### config.mk
export PLATFORM = sky130hd
export DESIGN_NAME = sram_like_arbiter
export DESIGN_NICKNAME = d
export VERILOG_FILES = /design/src/rtl/sram_like_arbiter.sv
export SDC_FILE = /design/constraint.sdc
export NUM_CORES = 1
export LEC_CHECK = 0
export CAP_MARGIN = 30
export CORE_AREA = 2 2 119 121
export CTS_CLUSTER_SIZE = 10
export DETAILED_ROUTE_END_ITERATION = 8
export DIE_AREA = 0 0 121 123
export HOLD_SLACK_MARGIN = 0.06
export PLACE_DENSITY = 0.58
export SYNTH_ARGS = -nofsm -noshare
export SYNTH_HDL_FRONTEND = slang
export SYNTH_SLANG_ARGS = --single-unit
### constraint.sdc
create_clock -name clk -period 4.5 [get_ports clk]
set_input_delay 0.675 -clock clk [delete_from_list [all_inputs] [get_ports clk]]
set_output_delay 0.675 -clock clk [all_outputs]
set_load 0.05 [all_outputs]
### src/rtl/sram_like_arbiter.sv
// rtl/sram_like_arbiter.sv - two-master sram-like arbiter, one outstanding transaction.
// Define ARB_ROUND_ROBIN_EN for round-robin contention; default is fixed data-first priority.
module sram_like_arbiter (
  input  logic        clk,
  input  logic        rst,
  input  logic        inst_req,
  input  logic        inst_wr,
  input  logic [1:0]  inst_size,
  input  logic [31:0] inst_addr,
  input  logic [31:0] inst_wdata,
  output logic [31:0] inst_rdata,
  output logic        inst_addr_ok,
  output logic        inst_data_ok,
  input  logic        data_req,
  input  logic        data_wr,
  input  logic [1:0]  data_size,
  input  logic [31:0] data_addr,
  input  logic [31:0] data_wdata,
  output logic [31:0] data_rdata,
  output logic        data_addr_ok,
  output logic        data_data_ok,
  output logic        req,
  output logic        wr,
  output logic [1:0]  size,
  output logic [31:0] addr,
  output logic [31:0] wdata,
  input  logic [31:0] rdata,
  input  logic        addr_ok,
  input  logic        data_ok
);

  typedef enum logic [1:0] {IDLE, WAIT_I, WAIT_D} state_e;

  state_e state_q, state_d;
  logic   lock_q, lock_d;
  logic   lock_data_q, lock_data_d;
  logic   gnt_inst, gnt_data;
  logic   data_wins;

`ifdef ARB_ROUND_ROBIN_EN
  logic last_data_q, last_data_d;
  assign data_wins = !last_data_q;
`else
  assign data_wins = 1'b1;
`endif

  // A locked grant survives only while its owner keeps req high; otherwise arbitrate afresh.
  always_comb begin
    gnt_inst = 1'b0;
    gnt_data = 1'b0;
    if (rst && state_q == IDLE) begin
      if (lock_q && lock_data_q && data_req) begin
        gnt_data = 1'b1;
      end else if (lock_q && !lock_data_q && inst_req) begin
        gnt_inst = 1'b1;
      end else if (inst_req && data_req) begin
        gnt_data = data_wins;
        gnt_inst = !data_wins;
      end else begin
        gnt_inst = inst_req;
        gnt_data = data_req;
      end
    end
  end

  always_comb begin
    req          = gnt_inst | gnt_data;
    wr           = 1'b0;
    size         = 2'b00;
    addr         = 32'h0;
    wdata        = 32'h0;
    if (gnt_data) begin
      wr    = data_wr;
      size  = data_size;
      addr  = data_addr;
      wdata = data_wdata;
    end else if (gnt_inst) begin
      wr    = inst_wr;
      size  = inst_size;
      addr  = inst_addr;
      wdata = inst_wdata;
    end
    inst_addr_ok = gnt_inst & addr_ok;
    data_addr_ok = gnt_data & addr_ok;
    inst_data_ok = rst && state_q == WAIT_I && data_ok;
    data_data_ok = rst && state_q == WAIT_D && data_ok;
    inst_rdata   = inst_data_ok ? rdata : 32'h0;
    data_rdata   = data_data_ok ? rdata : 32'h0;
  end

  always_comb begin
    state_d     = state_q;
    lock_d      = lock_q;
    lock_data_d = lock_data_q;
`ifdef ARB_ROUND_ROBIN_EN
    last_data_d = last_data_q;
`endif
    case (state_q)
      IDLE: begin
        if (gnt_inst || gnt_data) begin
          if (addr_ok) begin
            state_d = gnt_data ? WAIT_D : WAIT_I;
            lock_d  = 1'b0;
`ifdef ARB_ROUND_ROBIN_EN
            last_data_d = gnt_data;
`endif
          end else begin
            lock_d      = 1'b1;
            lock_data_d = gnt_data;
          end
        end else begin
          lock_d = 1'b0;
        end
      end
      WAIT_I, WAIT_D: begin
        if (data_ok) state_d = IDLE;
      end
      default: state_d = IDLE;
    endcase
  end

  always_ff @(posedge clk) begin
    if (!rst) begin
      state_q     <= IDLE;
      lock_q      <= 1'b0;
      lock_data_q <= 1'b0;
`ifdef ARB_ROUND_ROBIN_EN
      last_data_q <= 1'b1;
`endif
    end else begin
      state_q     <= state_d;
      lock_q      <= lock_d;
      lock_data_q <= lock_data_d;
`ifdef ARB_ROUND_ROBIN_EN
      last_data_q <= last_data_d;
`endif
    end
  end

endmodule

==> metrics.yaml, run 1 <==
run_status:
  status: "complete, no violations"
layout:
  drive_gt1_frac: 0.02083
  syn_to_final_growth_pct: 237.1
  diodes: 0
  post-route-util: 0.3476
  fin_nets: 657
global_routing:
  grt_pass1_vias: 2681
  grtUsageTotal: 0.1175
  grt_start_max_net_pins: 70
  grt_pass1_wl_mm: 13.77
  antenna_found_initial: 2
  grt_overflow: 0
placement:
  port_buffers: 307
  place_congestion: 0.7674
  preCtsSetupSlack_ps: 617.1
  dp_hpwl_mm: 8.777
logic_synthesis:
  syn_inst: 188
  ys_types: 25
  synth_area_leader_cell: "a22o_1"
  synth.area.top_cells: "a22o_1 (42%), and2_1 (29%), dfxtp_1 (5.7%)"
  ys_warn_count: 0
  synth.top_cell.area_share: 0.4180
  syn-mean-instance-area_um2: 7.467
  netlist_area_um2: 1404
  seq_area_frac_synth: 0.05704
  synth_seq_cells: 4
  synth_nets: 363
clocking:
  post_cts_buffers: 0
  cts_tree: "yes"
  numCtsBuffers: 3
  cts.sinks: 4
  postCtsHoldBufs: 0
  htree_levels: 1
  clk_pin_slew_worst_paths_ps: 30
  worstSkewPairLatency_ps: 220
  cts_root_buf: "clkbuf_16"
  cts_buffer_depth: 2
  cts-resized-gates: 0
worst_setup_path:
  timing_worst_setup_path_type: "primary input to primary output"
  start_kind: "primary input"
  worstPathRequired_ps: 3830
  crit_top_cell: "clkdlybuf4s50_1"
  max_stage_delay_ps: 810
  critPathBufInv: 3
  crit_chain: "clkdlybuf4s50_1 -> and3_1 -> buf_4 -> and2_1 -> clkdlybuf4s50_1"
  critPathMaxFanout: 22
  cpMaxStageDelayCell: "clkdlybuf4s50_1"
  critPathTopFamily: "buffers and inverters"
  end_kind: "primary output"
  arrival_ps: 3200
floorplan:
  core_um2: 13610
  dieArea_um2: 14880
  die_x_um: 121
  die_h_um: 123
  start_util: 0.1031
  ios: 308
  row_count: 43
job:
  drv_cap: 0
route:
  firstDrtPassIters: 4
  viasPerCell: 4.091
  drt_iter0_drc: 72
  drt-wirelength-per-cell_um: 15.26
  drcViolationCount: 0
  ant_nets: 0
  postRouteWirelength_mm: 10.07
  vias: 2700
sta:
  slew_violations: 0
  clock_skew_ps: 1.235
  worst_slack_ps: 622.1
  relSlewSlack: 0.6178
  hold_viol: 0
  worst_pin_slew_ps: 573.3
  rsz0062_at_grt: "false"
  setup_viol: 0
  max_freq_ghz: 0.2579
  period_share: 0.8618
  setup_tns_ps: 0
  period_needed_ps: 3878
power:
  switching_share: 0.4433
  p_comb_frac: 0.769
  p_int_uw: 426.0
  peakVddDrop_v: 0.00008665
  clkPwrFrac: 0.178
  p_sw_uw: 339.3
  powerDensity_nw_per_um2: 161.7
  power.leakage_nw: 1.769
  seqPwrFrac: 0.053
worst_hold_path:
  hp-class: "register to register"
-- cells in the mapped netlist, drive strengths merged --
master and count:
and3 4, or3b 1, inv 2, mux2i 1, clkbuf 11, a21boi 1, o211ai 1, nand3b 1
and4 1, a32oi 2, buf 11, o41ai 1, nand3 1, a22o 67, o31ai 1, and2 66
nand2 2, dfxtp 4, nor2b 1, nor2 2, a21oi 1, ha 3, nand2b 2, nand4 1
-- final cells by class --
cell class                 count  area (um2)
timing repair buffer         311        3128
sequential                     4       80.08
clock buffer                   3       75.07
tap                          180       225.2
fill                        1407        8880
multi-input combinational    160        1216
inverter                       2       7.507
-- registers in the layout (all words and copies together), names as in the netlist --
signal,flops
lock_q,1
state_q,2
lock_data_q,1
-- placed cells by master, fill, tap and decap left out --
| cell type | instances |
|---|---|
| a21boi_1 | 1 |
| a21oi_4 | 1 |
| a22o_1 | 67 |
| a32oi_1 | 2 |
| and2_1 | 66 |
| and3_1 | 4 |
| and4_2 | 1 |
| buf_12 | 2 |
| buf_4 | 2 |
| clkbuf_16 | 3 |
| clkdlybuf4s50_1 | 307 |
| dfxtp_1 | 4 |
| ha_1 | 3 |
| inv_1 | 2 |
| mux2i_1 | 1 |
| nand2_1 | 2 |
| nand2b_1 | 2 |
| nand3_1 | 1 |
| nand3b_1 | 1 |
| nand4_1 | 1 |
| nor2_1 | 2 |
| nor2b_1 | 1 |
| o211ai_1 | 1 |
| o31ai_1 | 1 |
| o41ai_2 | 1 |
| or3b_1 | 1 |
-- power groups by stage --
| stage | logic [mW] | registers (mW) | clock network, mW |
|---|---|---|---|
| 6_report | 0.589 | 0.0406 | 0.136 |
| 3_3_place_gp | 0.591 | 0.0409 | 0 |
| 3_5_place_dp | 0.593 | 0.0410 | 0 |
| 4_1_cts | 0.594 | 0.0405 | 0.139 |
| 5_1_grt | 0.617 | 0.0408 | 0.140 |
| 2_1_floorplan | 0.306 | 0.0405 | 0 |
-- through the flow --
step                hold WS [ps]  cells  instance area (um2)  power [mW]
global route               504.3    660                 4732      0.7976
detailed placement         487.9    657                 4657      0.6337
floorplan                  441.2    188                 1404      0.3464
CTS                        491.8    660                 4732      0.7738
global placement           461.8    657                 4657      0.6319
finish                     480.0    660                 4732      0.7654
-- final timing paths --
kind / start / end / slack [ps] / cells past startpoint
max reg2reg: state_q[0]$_SDFFE_PN0P_ / state_q[0]$_SDFFE_PN0P_ / 2950 / 5
max: rst / data_rdata[14] / 620 / 5
min reg2reg: lock_data_q$_SDFFE_PN0P_ / lock_data_q$_SDFFE_PN0P_ / 480 / 2
min: lock_data_q$_SDFFE_PN0P_ / lock_data_q$_SDFFE_PN0P_ / 480 / 2
-- layer usage --
metal  up-vias  routed length, um  GRT usage  share of wire
met2       190               5154     0.2233           0.51
met1      1197               3388     0.1168           0.34
met5         -                 26          0         0.0026
met4         4                138    0.02834          0.014
li1       1299                  -          -              -
met3        10               1366    0.05212           0.14
-- logic make-up after synthesis --
family                   after synthesis  synth area share
adder cells (fa/ha/maj)                3           0.02674
AND/OR/NAND/NOR                       82            0.3619
multiplexers                           1          0.007130
buffers and inverters                 24           0.08289
flip-flops                             4           0.05704
AO/OA/AOI/OAI                         74            0.4644
-- tightest hold or removal path, delay by kind of cell (launching register included) --
family	cells	cell delay [ps]
DFF	1	300
muxes	1	60
and+or+nand+nor	1	60
(Power assumes the default switching activity.)
==> run 2: changes to the inputs <==
--- a/config.mk
+++ b/config.mk
@@ -7,6 +7,7 @@
 export LEC_CHECK = 0
 export CAP_MARGIN = 30
 export CORE_AREA = 2 2 119 121
+export CTS_CLUSTER_DIAMETER = 150
 export CTS_CLUSTER_SIZE = 10
 export DETAILED_ROUTE_END_ITERATION = 8
 export DIE_AREA = 0 0 121 123
==> results of run 2 <==
The final DEF is identical to that of run 1; final timing and power are the same.
